### config.mk
export PLATFORM = sky130hd
export DESIGN_NAME = gemm_tile_ctrl
export DESIGN_NICKNAME = d
export VERILOG_FILES = /design/src/rtl/gemm_pkg.sv /design/src/rtl/gemm_tile_counter.sv /design/src/rtl/gemm_tile_ctrl.sv
export SDC_FILE = /design/constraint.sdc
export NUM_CORES = 1
export LEC_CHECK = 0
export BUFFER_PORTS_ARGS = -buffer_cell sky130_fd_sc_hd__buf_2
export CAP_MARGIN = 20
export CORE_MARGIN = 5
export CORE_UTILIZATION = 36
export CTS_BUF_LIST = sky130_fd_sc_hd__clkbuf_16
export DETAILED_ROUTE_END_ITERATION = 8
export PLACE_DENSITY = 0.52
export SYNTH_ARGS = -nofsm -noshare
export SYNTH_HDL_FRONTEND = slang
export SYNTH_SLANG_ARGS = --single-unit
### constraint.sdc
create_clock -name clk_i -period 5.36 [get_ports clk_i]
set_input_delay 1.072 -clock clk_i [delete_from_list [all_inputs] [get_ports clk_i]]
set_output_delay 1.072 -clock clk_i [all_outputs]
set_load 0.005 [all_outputs]
### src/rtl/gemm_pkg.sv
// Shared types and encodings for the GEMM tile controller.
package gemm_pkg;

    // Controller sequencing states.
    typedef enum logic [1:0] {
        ST_IDLE  = 2'd0,
        ST_RUN   = 2'd1,
        ST_DRAIN = 2'd2,
        ST_DONE  = 2'd3
    } state_t;

    // Ordering of C tiles in the output SRAM.
    localparam logic C_LAYOUT_ROW = 1'b0;   // tile-row-major: mt*Nt+nt
    localparam logic C_LAYOUT_COL = 1'b1;   // tile-column-major: nt*Mt+mt

    // Issue -> mac_valid is one stage, issue -> C write is two.
    localparam int PIPE_STAGES = 2;

endpackage

### src/rtl/gemm_tile_counter.sv
// Three-level nested wrap counter: level 0 innermost, level 2 outermost.
// last is high while every level sits on its final value.
module gemm_tile_counter #(
    parameter int W = 8
) (
    input  logic                clk,
    input  logic                rst,
    input  logic                clear,
    input  logic                en,
    input  logic [2:0][W-1:0]   lim,
    output logic [2:0][W-1:0]   idx,
    output logic                last
);

    logic [2:0] at_max;
    logic [2:0] carry;

    // Per-level wrap detection and the ripple carry that advances outer levels.
    always_comb begin
        at_max = '0;
        carry  = '0;
        for (int l = 0; l < 3; l++) begin
            at_max[l] = (idx[l] == lim[l] - W'(1));
        end
        carry[0] = en;
        for (int l = 1; l < 3; l++) begin
            carry[l] = carry[l-1] & at_max[l-1];
        end
    end

    assign last = &at_max;

    // Index registers: a level steps when all inner levels wrap this cycle.
    always_ff @(posedge clk or posedge rst) begin
        if (rst) begin
            idx <= '0;
        end else if (clear) begin
            idx <= '0;
        end else begin
            for (int l = 0; l < 3; l++) begin
                if (carry[l]) begin
                    idx[l] <= at_max[l] ? '0 : idx[l] + W'(1);
                end
            end
        end
    end

endmodule

### src/rtl/gemm_tile_ctrl.sv
// GEMM tile sequencer: walks (mt, nt, kt) tiles, drives A/B read addresses,
// MAC valid/clear strobes and aligned C tile writes, and times each job.
module gemm_tile_ctrl
    import gemm_pkg::*;
#(
    parameter int AddrWidth     = 10,
    parameter int SizeAddrWidth = 8,
    parameter int TileM         = 4,
    parameter int TileN         = 4,
    parameter int TileK         = 4
) (
    input  logic                     clk_i,
    input  logic                     rst_i,
    input  logic                     start_i,
    input  logic [SizeAddrWidth-1:0] M_size_i,
    input  logic [SizeAddrWidth-1:0] K_size_i,
    input  logic [SizeAddrWidth-1:0] N_size_i,
    input  logic                     c_layout_i,
    output logic [AddrWidth-1:0]     sram_a_addr_o,
    output logic [AddrWidth-1:0]     sram_b_addr_o,
    output logic                     mac_valid_o,
    output logic                     acc_clear_o,
    output logic [AddrWidth-1:0]     sram_c_addr_o,
    output logic                     sram_c_we_o,
    output logic                     busy_o,
    output logic                     done_o,
    output logic [31:0]              cycles_o
);

    localparam int SW  = SizeAddrWidth;
    localparam int AW  = AddrWidth;
    localparam int LgM = $clog2(TileM);
    localparam int LgN = $clog2(TileN);
    localparam int LgK = $clog2(TileK);

    // ceil(size / 2^lg) by add-and-shift; one extra bit keeps the carry.
    function automatic logic [SW-1:0] tile_count(input logic [SW-1:0] size, input int lg);
        logic [SW:0] sum;
        sum = {1'b0, size} + (SW+1)'((1 << lg) - 1);
        return SW'(sum >> lg);
    endfunction

    state_t state, state_next;

    logic [SW-1:0] mt_tiles, nt_tiles, kt_tiles;
    logic          layout;

    logic accept, zero_job, issue, drain_last;
    logic cnt_clear, cnt_en, cnt_last;
    logic [2:0][SW-1:0] lim, idx;
    logic [SW-1:0] mt, nt, kt;

    logic [AW-1:0] a_now, b_now, c_now, a_hold, b_hold;

    logic [PIPE_STAGES:1]         vld_pipe;
    logic [PIPE_STAGES:1]         wb_pipe;
    logic [PIPE_STAGES:1][AW-1:0] caddr_pipe;
    logic                         clr_q;
    logic [31:0]                  cyc_cnt;

    assign accept   = (state == ST_IDLE) && start_i;
    assign zero_job = (M_size_i == '0) || (K_size_i == '0) || (N_size_i == '0);
    assign issue    = (state == ST_RUN);

    assign lim = {mt_tiles, nt_tiles, kt_tiles};
    assign mt  = idx[2];
    assign nt  = idx[1];
    assign kt  = idx[0];

    gemm_tile_counter #(.W(SW)) u_cnt (
        .clk   (clk_i),
        .rst   (rst_i),
        .clear (cnt_clear),
        .en    (cnt_en),
        .lim   (lim),
        .idx   (idx),
        .last  (cnt_last)
    );

    // State register.
    always_ff @(posedge clk_i or posedge rst_i) begin
        if (rst_i) state <= ST_IDLE;
        else       state <= state_next;
    end

    // Next-state and counter control; start_i only matters in IDLE.
    always_comb begin
        state_next = state;
        cnt_clear  = 1'b0;
        cnt_en     = 1'b0;
        unique case (state)
            ST_IDLE: begin
                if (start_i) begin
                    cnt_clear  = 1'b1;
                    state_next = zero_job ? ST_DONE : ST_RUN;
                end
            end
            ST_RUN: begin
                cnt_en = 1'b1;
                if (cnt_last) state_next = ST_DRAIN;
            end
            ST_DRAIN: begin
                if (drain_last) state_next = ST_DONE;
            end
            ST_DONE:  state_next = ST_IDLE;
            default:  state_next = ST_IDLE;
        endcase
    end

    // Job configuration captured at accept so mid-job input changes are ignored.
    always_ff @(posedge clk_i or posedge rst_i) begin
        if (rst_i) begin
            mt_tiles <= '0;
            nt_tiles <= '0;
            kt_tiles <= '0;
            layout   <= C_LAYOUT_ROW;
        end else if (accept) begin
            mt_tiles <= tile_count(M_size_i, LgM);
            nt_tiles <= tile_count(N_size_i, LgN);
            kt_tiles <= tile_count(K_size_i, LgK);
            layout   <= c_layout_i;
        end
    end

    // Address arithmetic for the current issue, wrapping at 2^AddrWidth.
    always_comb begin
        a_now = AW'(mt) * AW'(kt_tiles) + AW'(kt);
        b_now = AW'(kt) * AW'(nt_tiles) + AW'(nt);
        c_now = '0;
        unique case (layout)
            C_LAYOUT_ROW: c_now = AW'(mt) * AW'(nt_tiles) + AW'(nt);
            C_LAYOUT_COL: c_now = AW'(nt) * AW'(mt_tiles) + AW'(mt);
            default:      c_now = '0;
        endcase
    end

    // Remember the last issued addresses so the read ports hold outside RUN.
    always_ff @(posedge clk_i or posedge rst_i) begin
        if (rst_i) begin
            a_hold <= '0;
            b_hold <= '0;
        end else if (issue) begin
            a_hold <= a_now;
            b_hold <= b_now;
        end
    end

    assign sram_a_addr_o = issue ? a_now : a_hold;
    assign sram_b_addr_o = issue ? b_now : b_hold;

    // Issue pipeline: stage 1 meets SRAM read data, stage 2 writes C.
    always_ff @(posedge clk_i or posedge rst_i) begin
        if (rst_i) begin
            vld_pipe   <= '0;
            wb_pipe    <= '0;
            caddr_pipe <= '0;
            clr_q      <= 1'b0;
        end else begin
            vld_pipe   <= {vld_pipe[PIPE_STAGES-1:1], issue};
            wb_pipe    <= {wb_pipe[PIPE_STAGES-1:1], (kt == kt_tiles - SW'(1))};
            caddr_pipe <= {caddr_pipe[PIPE_STAGES-1:1], c_now};
            clr_q      <= (kt == '0);
        end
    end

    assign mac_valid_o   = vld_pipe[1];
    assign acc_clear_o   = vld_pipe[1] & clr_q;
    assign sram_c_we_o   = vld_pipe[PIPE_STAGES] & wb_pipe[PIPE_STAGES];
    assign sram_c_addr_o = caddr_pipe[PIPE_STAGES];

    // DRAIN lasts two cycles so the final C write lands before DONE.
    always_ff @(posedge clk_i or posedge rst_i) begin
        if (rst_i) drain_last <= 1'b0;
        else       drain_last <= (state == ST_DRAIN) && !drain_last;
    end

    // Job timer: counts accept..DONE inclusive, published on entry to DONE.
    always_ff @(posedge clk_i or posedge rst_i) begin
        if (rst_i) begin
            cyc_cnt  <= '0;
            cycles_o <= '0;
        end else begin
            if (accept)                 cyc_cnt <= 32'd1;
            else if (state != ST_IDLE)  cyc_cnt <= cyc_cnt + 32'd1;
            if (state_next == ST_DONE && state != ST_DONE)
                cycles_o <= (accept ? 32'd0 : cyc_cnt) + 32'd2;
        end
    end

    assign busy_o = (state != ST_IDLE);
    assign done_o = (state == ST_DONE);

endmodule

**Word level (Yosys, flattened, before mapping)**

Cells that the tools add are included.

- Memory bits (read-only): 0
- Word-level logic and storage cells: 88
- Memory bits (writable): 0
- Bits of input ports: 28
- Output and inout port bits: 67
- Bits in latches: 0
- Memories: 0
- Bits in registers: 158

- $lt $le $gt $ge: 0
- Add/sub/neg operators: 15
- Shifts and indexed selects: 0
- Reduce and logical (&&, ||, !) cells: 17
- Divide/modulo/power cells: 0
- Equality and inequality tests: 8
- Bitwise logic cells: 5
- Muxes and demuxes: 21
- Multiply operators: 4

Operator list:

| kind | count |
|---|---|
| two-way mux 32 bit | 3 |
| two-way mux 8 bit | 6 |
| adder 10 x 8 -> 10 bit | 4 |
| multiplier 8 x 7 -> 10 bit | 4 |
| adder 32 x 1 -> 32 bit, second input constant | 1 |
| adder 32 x 2 -> 32 bit, second input constant | 1 |
| zero test 8 bit | 4 |
| adder 8 x 2 -> 9 bit, second input constant | 3 |
| adder 8 x 1 -> 8 bit, second input constant | 3 |
| == test 8 bit | 3 |
| two-way mux 24 bit | 1 |
| subtractor 7 x 1 -> 8 bit, second input constant | 3 |
| two-way mux 10 bit | 2 |
| case mux 10 bit (2 select lines) | 1 |
| nonzero test 2 bit | 5 |
| two-way mux 2 bit | 4 |
| case mux 2 bit (4 select lines) | 1 |
| == test 2 bit, second input constant | 3 |
| bitwise AND 1 bit | 4 |
| logical AND 1 bit | 3 |
| two-way mux 1 bit | 3 |
| AND reduction 3 bit | 1 |
| == test 2 x 1 -> 1 bit, second input constant | 1 |
| zero test 2 bit | 1 |
| other kinds (4) | 5 |

**Longest topological paths before layout**

- Word-level depth: 8
- Gate-level depth with buffers: 18
- Depth with buffers taken out: 18

**Cells and area by module**

Synthesis repeated with hierarchy kept, for this count alone.

- Cell total of the unflattened synthesis: 1657
- Area total of the unflattened synthesis: 14390.1 sq um

By module, submodules not included:

| module | seq. area each (sq um) | area an instance (sq um) | cells an instance | times used |
|---|---|---|---|---|
| gemm_tile_ctrl | 3353.2 | 12259.3 | 1393 | 1 |
| gemm_tile_counter | 600.6 | 2130.8 | 264 | 1 |

**Worst setup path after synthesis**

Ideal clock, no wire load.

- Kind: reg2out
- Start: register u_cnt.idx[18] (netlist name)
- End: output port sram_a_addr_o[9]
- Data arrival time: 4.177 ns
- Stages on the path, launching flop included: 17
- Path slack: 0.111 ns
- Cell sequence: dfrtp_1 > clkbuf_1 > clkbuf_1 > nand2_1 > fa_1 > fa_1 > inv_1 > fa_1 > inv_1 > fa_1 > inv_1 > ha_1 > nand2_1 > o21ai_1 > o41ai_1 > xnor2_1 > o21ai_1

- Longest elaborated chain between the ends: 3

Ends and longest elaborated chain:

| item | RTL line | text |
|---|---|---|
| from (decl) | gemm_tile_counter.sv:11 | `output logic [2:0][W-1:0] idx,` |
| from (signal, indexed assignment) | gemm_tile_counter.sv:42 | `idx[l] <= at_max[l] ? '0 : idx[l] + W'(1);` |
| multiplier 8 x 7 -> 10 bit | gemm_tile_ctrl.sv:127 | `a_now = AW'(mt) * AW'(kt_tiles) + AW'(kt);` |
| adder 10 x 8 -> 10 bit | gemm_tile_ctrl.sv:127 |  |
| two-way mux 10 bit | -- |  |
| to (decl) | gemm_tile_ctrl.sv:19 | `output logic [AddrWidth-1:0] sram_a_addr_o,` |

No other way between the ends.

**Worst setup path after layout**

- Start: register kt_tiles[1]
- End: output port sram_a_addr_o[9]

- Longest elaborated chain between the ends: 3

Ends and longest elaborated chain:

| item | RTL line | text |
|---|---|---|
| from (decl) | gemm_tile_ctrl.sv:45 | `logic [SW-1:0] mt_tiles, nt_tiles, kt_tiles;` |
| from (signal assigned) | gemm_tile_ctrl.sv:120 | `kt_tiles <= tile_count(K_size_i, LgK);` |
| multiplier 8 x 7 -> 10 bit | gemm_tile_ctrl.sv:127 |  |
| adder 10 x 8 -> 10 bit | gemm_tile_ctrl.sv:127 |  |
| two-way mux 10 bit | -- |  |

No other way between the ends.

==> impl_metrics.yaml <==
run_status:
  status: "finished with violations"
  violations: "setup timing"
cells_and_area:
  drive_gt1_share_pct: 16.8
  fin_nets: 1909
  n_fill_cell: 3902
  seq_area_sq_um: 3960
  antenna_cells: 0
  syn_to_final_growth_pct: 15.3
  final_util_pct: 41.8
  fin_area_sq_um: 16100
  multi_input_comb_area_sq_um: 8970
timing:
  skew_ps: 12.3
  worst_pin_slew_ps: 1040
  timing.slew.headroom_pct: 30.3
  timing.fmax_ghz: 0.186
  finalHoldViolations: 0
  finalSetupViolations: 1
  rsz0062_at_grt: "true"
  drv_slew: 0
  finalCritPeriodShare_pct: 100
  fin_ws_ps: -3.34
  min_period_ps: 5360
route:
  viasPerCell: 4.92
  totalWireLength_mm: 36.4
  drtAntennaViolNets: 0
  wl_per_cell_um: 16.5
  num_vias: 10880
  initialDrtViolationCount: 501
  drc: 0
  firstDrtPassIters: 4
run:
  cap_violations: 0
pwr:
  power_frac_seq_pct: 23.3
  clkPwrFrac_pct: 14.6
  netSwitchingFraction_pct: 45.3
  power_leakage_uw: 0.00735
  p_per_area_nw_per_um2: 500
  p_switching_uw: 3640
  power_frac_comb_pct: 62.1
  vdd_drop_max_uv: 242
  intPower_uw: 4390
worst_setup_path:
  cp-end-kind: "primary output"
  path_max_fanout: 7
  rr_startpoint: "u_cnt.idx[19]"
  crit_chain: "buf_6 > buf_4 > nand2_1 > fa_1 > fa_1 > fa_1 > fa_1 > inv_1 > ha_1 > o41ai_2 > xnor2_1 > o21ai_1 > buf_2"
  r2r_cells: 18
  worst_setup_path_start_kind: "flop"
  slowest_delay_ps: 550
  critPathSlowestCell: "fa_1"
  critPathMostFrequentCell: "fa_1"
  rrSetupSlack_ps: 880
  startpoint: "kt_tiles[1]"
  cp.required_ps: 4290
  cp_data_arrival_time_ps: 4290
  worstSetupPathType: "flop to primary output"
  worstReg2RegEnd: "caddr_pipe[9]"
die:
  initial_core_util_pct: 36.2
  die_area_sq_um: 42700
  row_count: 72
  core_sq_um: 38500
  chipWidth_um: 207
  die_height_um: 207
  ios: 95
logic_synthesis:
  synthCells: 1585
  synth.avg_cell_area_sq_um: 8.79
  synth_top_flop_cell: "dfrtp_1"
  ys_warn_count: 0
  synthTopCellsByArea: "dfrtp_1, fa_1, ha_1, nand2_1, inv_1"
  synth_edf_count: 0
  synthArstFlopShare_pct: 100
  synth_top_area_share_pct: 28.4
  syn_nets: 1814
  synth-seq-cells: 158
  synthesis.area_sq_um: 13900
  yosysSeqAreaShare_pct: 28.4
  yosysTopAreaCell: "dfrtp_1"
  yosysUniqueCellTypes: 73
clock_network:
  cts_tree: "yes"
  clkTransAtPathRegs_ps: 60
  htreeDepth: 4
  clock_sinks: 158
  cts_made_buffers: 17
  clockRootBuffer: "clkbuf_16"
  insertion_delay_ps: 450
  ctsHoldBuffers: 0
  clockBufferDepth: 2
placed_design:
  io_buffers: 94
  hpwl_mm: 27.2
  gp_congestion: 0.834
  place_area_sq_um: 15000
global_route:
  grt_pass1_vias: 10963
  grt_antenna_before_repair: 4
  grt_max_degree: 83
  grt_pass1_wl_mm: 59.4
  grt-ovfl-total: 0
  grt_util_all_layers_pct: 17.6
min_path:
  min-delay-path-class: "flop to flop"
  min_to: "sram_c_addr_o[0]"
  holdPathStages: 0
  hp-start: "caddr_pipe[0]"
-- layout by cell type, fill, tap and decap left out, types with 54 or more instances in the layout --
cell / synthesis / routed
and2_1: 68 / 60
buf_2: 8 / 94
buf_4: 10 / 66
dfrtp_1: 158 / 153
fa_1: 116 / 111
ha_1: 85 / 77
inv_1: 211 / 197
nand2_1: 267 / 260
nor2_1: 63 / 61
xnor2_1: 74 / 72
xor2_1: 54 / 54
-- power by group through the flow --
stage	Clock, uW	Combinational [uW]	Sequential [uW]
CTS	1210	4810	1870
global route	1260	5630	1920
global placement	0	4300	1880
detailed placement	0	4380	1880
floorplan	0	3220	1690
finish	1170	4980	1870
-- metal layers --
layer	vias up	wire, um	global-route usage, %
met5	-	53	0
met2	157	17600	29.3
met3	34	1350	3.17
met1	5413	16800	23.9
met4	8	614	4.13
li1	5268	-	-
-- Yosys cell counts (4+ instances only) --
library cell and n:
and2_1 68, o31ai_1 24, buf_1 8, clkbuf_1 71, o21ai_0 35, nand2_1 267, o22ai_1 6, a31oi_1 4
fa_1 116, nand2b_1 7, xnor2_1 74, ha_1 85, inv_1 211, or3_1 9, nand4_1 12, o21a_1 6
a21o_1 13, o21ai_1 49, o211ai_1 5, nor3b_1 8, dfrtp_1 158, or2_1 4, xor2_1 54, and3_1 18
nor2_1 63, nor3_1 21, o41ai_1 4, mux2_2 4, nor2b_1 9, nor4_1 12, mux2i_1 15, buf_2 8
nand3_1 50, a22o_1 6, buf_4 10, a21oi_1 18
-- cell families (layout without fill, tap and decap cells) --
kind of cell | after synthesis | count (layout) | synth area share [%]
xor+xnor | 129 | 129 | 8.21
compound gates | 194 | 194 | 9.07
fa+ha+maj | 201 | 201 | 24.3
simple gates | 571 | 571 | 19.7
buf+inv | 312 | 420 | 8.85
flops | 158 | 158 | 28.4
mux | 20 | 20 | 1.48
-- flip-flops by register name, indices dropped and copies added, names as in the netlist --
signal	count
cyc_cnt	32
cycles_o	32
u_cnt.idx	24
a_hold	10
b_hold	10
caddr_pipe	10
sram_c_addr_o	10
kt_tiles	7
mt_tiles	7
nt_tiles	7
state	2
vld_pipe	2
wb_pipe	2
clr_q	1
drain_last	1
layout	1
-- how the worst max path moves through the flow --
stage | endpoint | cells past startpoint
after floorplan | a_hold[0] | 1
after global placement | sram_a_addr_o[9] | 16
after detailed placement | sram_a_addr_o[9] | 15
after CTS | sram_a_addr_o[9] | 13
after global routing | sram_a_addr_o[9] | 15
final | sram_a_addr_o[9] | 13
-- repair_timing --
action / CTS / global route
pin swaps: 31 / 45
gates resized for setup: 57 / 29
setup buffers: 10 / 18
setup endpoints to repair: 6 / 7
-- through the flow --
stage	power [uW]	std cells	TNS, ps	hold slack (ps)	setup slack, ps
floorplan	4910	1585	0	331	24.8
global placement	6180	2152	0	334	219
detailed placement	6260	2152	0	335	157
CTS	7890	2194	-175	350	-111
global route	8810	2211	-905	356	-177
finish	8020	2211	-3.34	348	-3.34
-- critical path, delay by kind of cell, from the launching register on --
kind | cells | cell delay, ps
AO/OA/AOI/OAI | 2 | 530
AND/OR/NAND/NOR | 1 | 60
XOR/XNOR | 1 | 130
flip-flops | 1 | 390
adder cells (fa/ha/maj) | 5 | 2260
buffers and inverters | 4 | 480
-- layout make-up --
cell class	instances	area share, %
multi-input combinational	1115	55.9
inverter	213	5.01
clock buffer	17	2.65
clock inverter	15	0.693
timing repair buffer	175	7.09
sequential	158	24.7
tap	518	4.04
No activity file was read; power rests on OpenSTA's default activity.
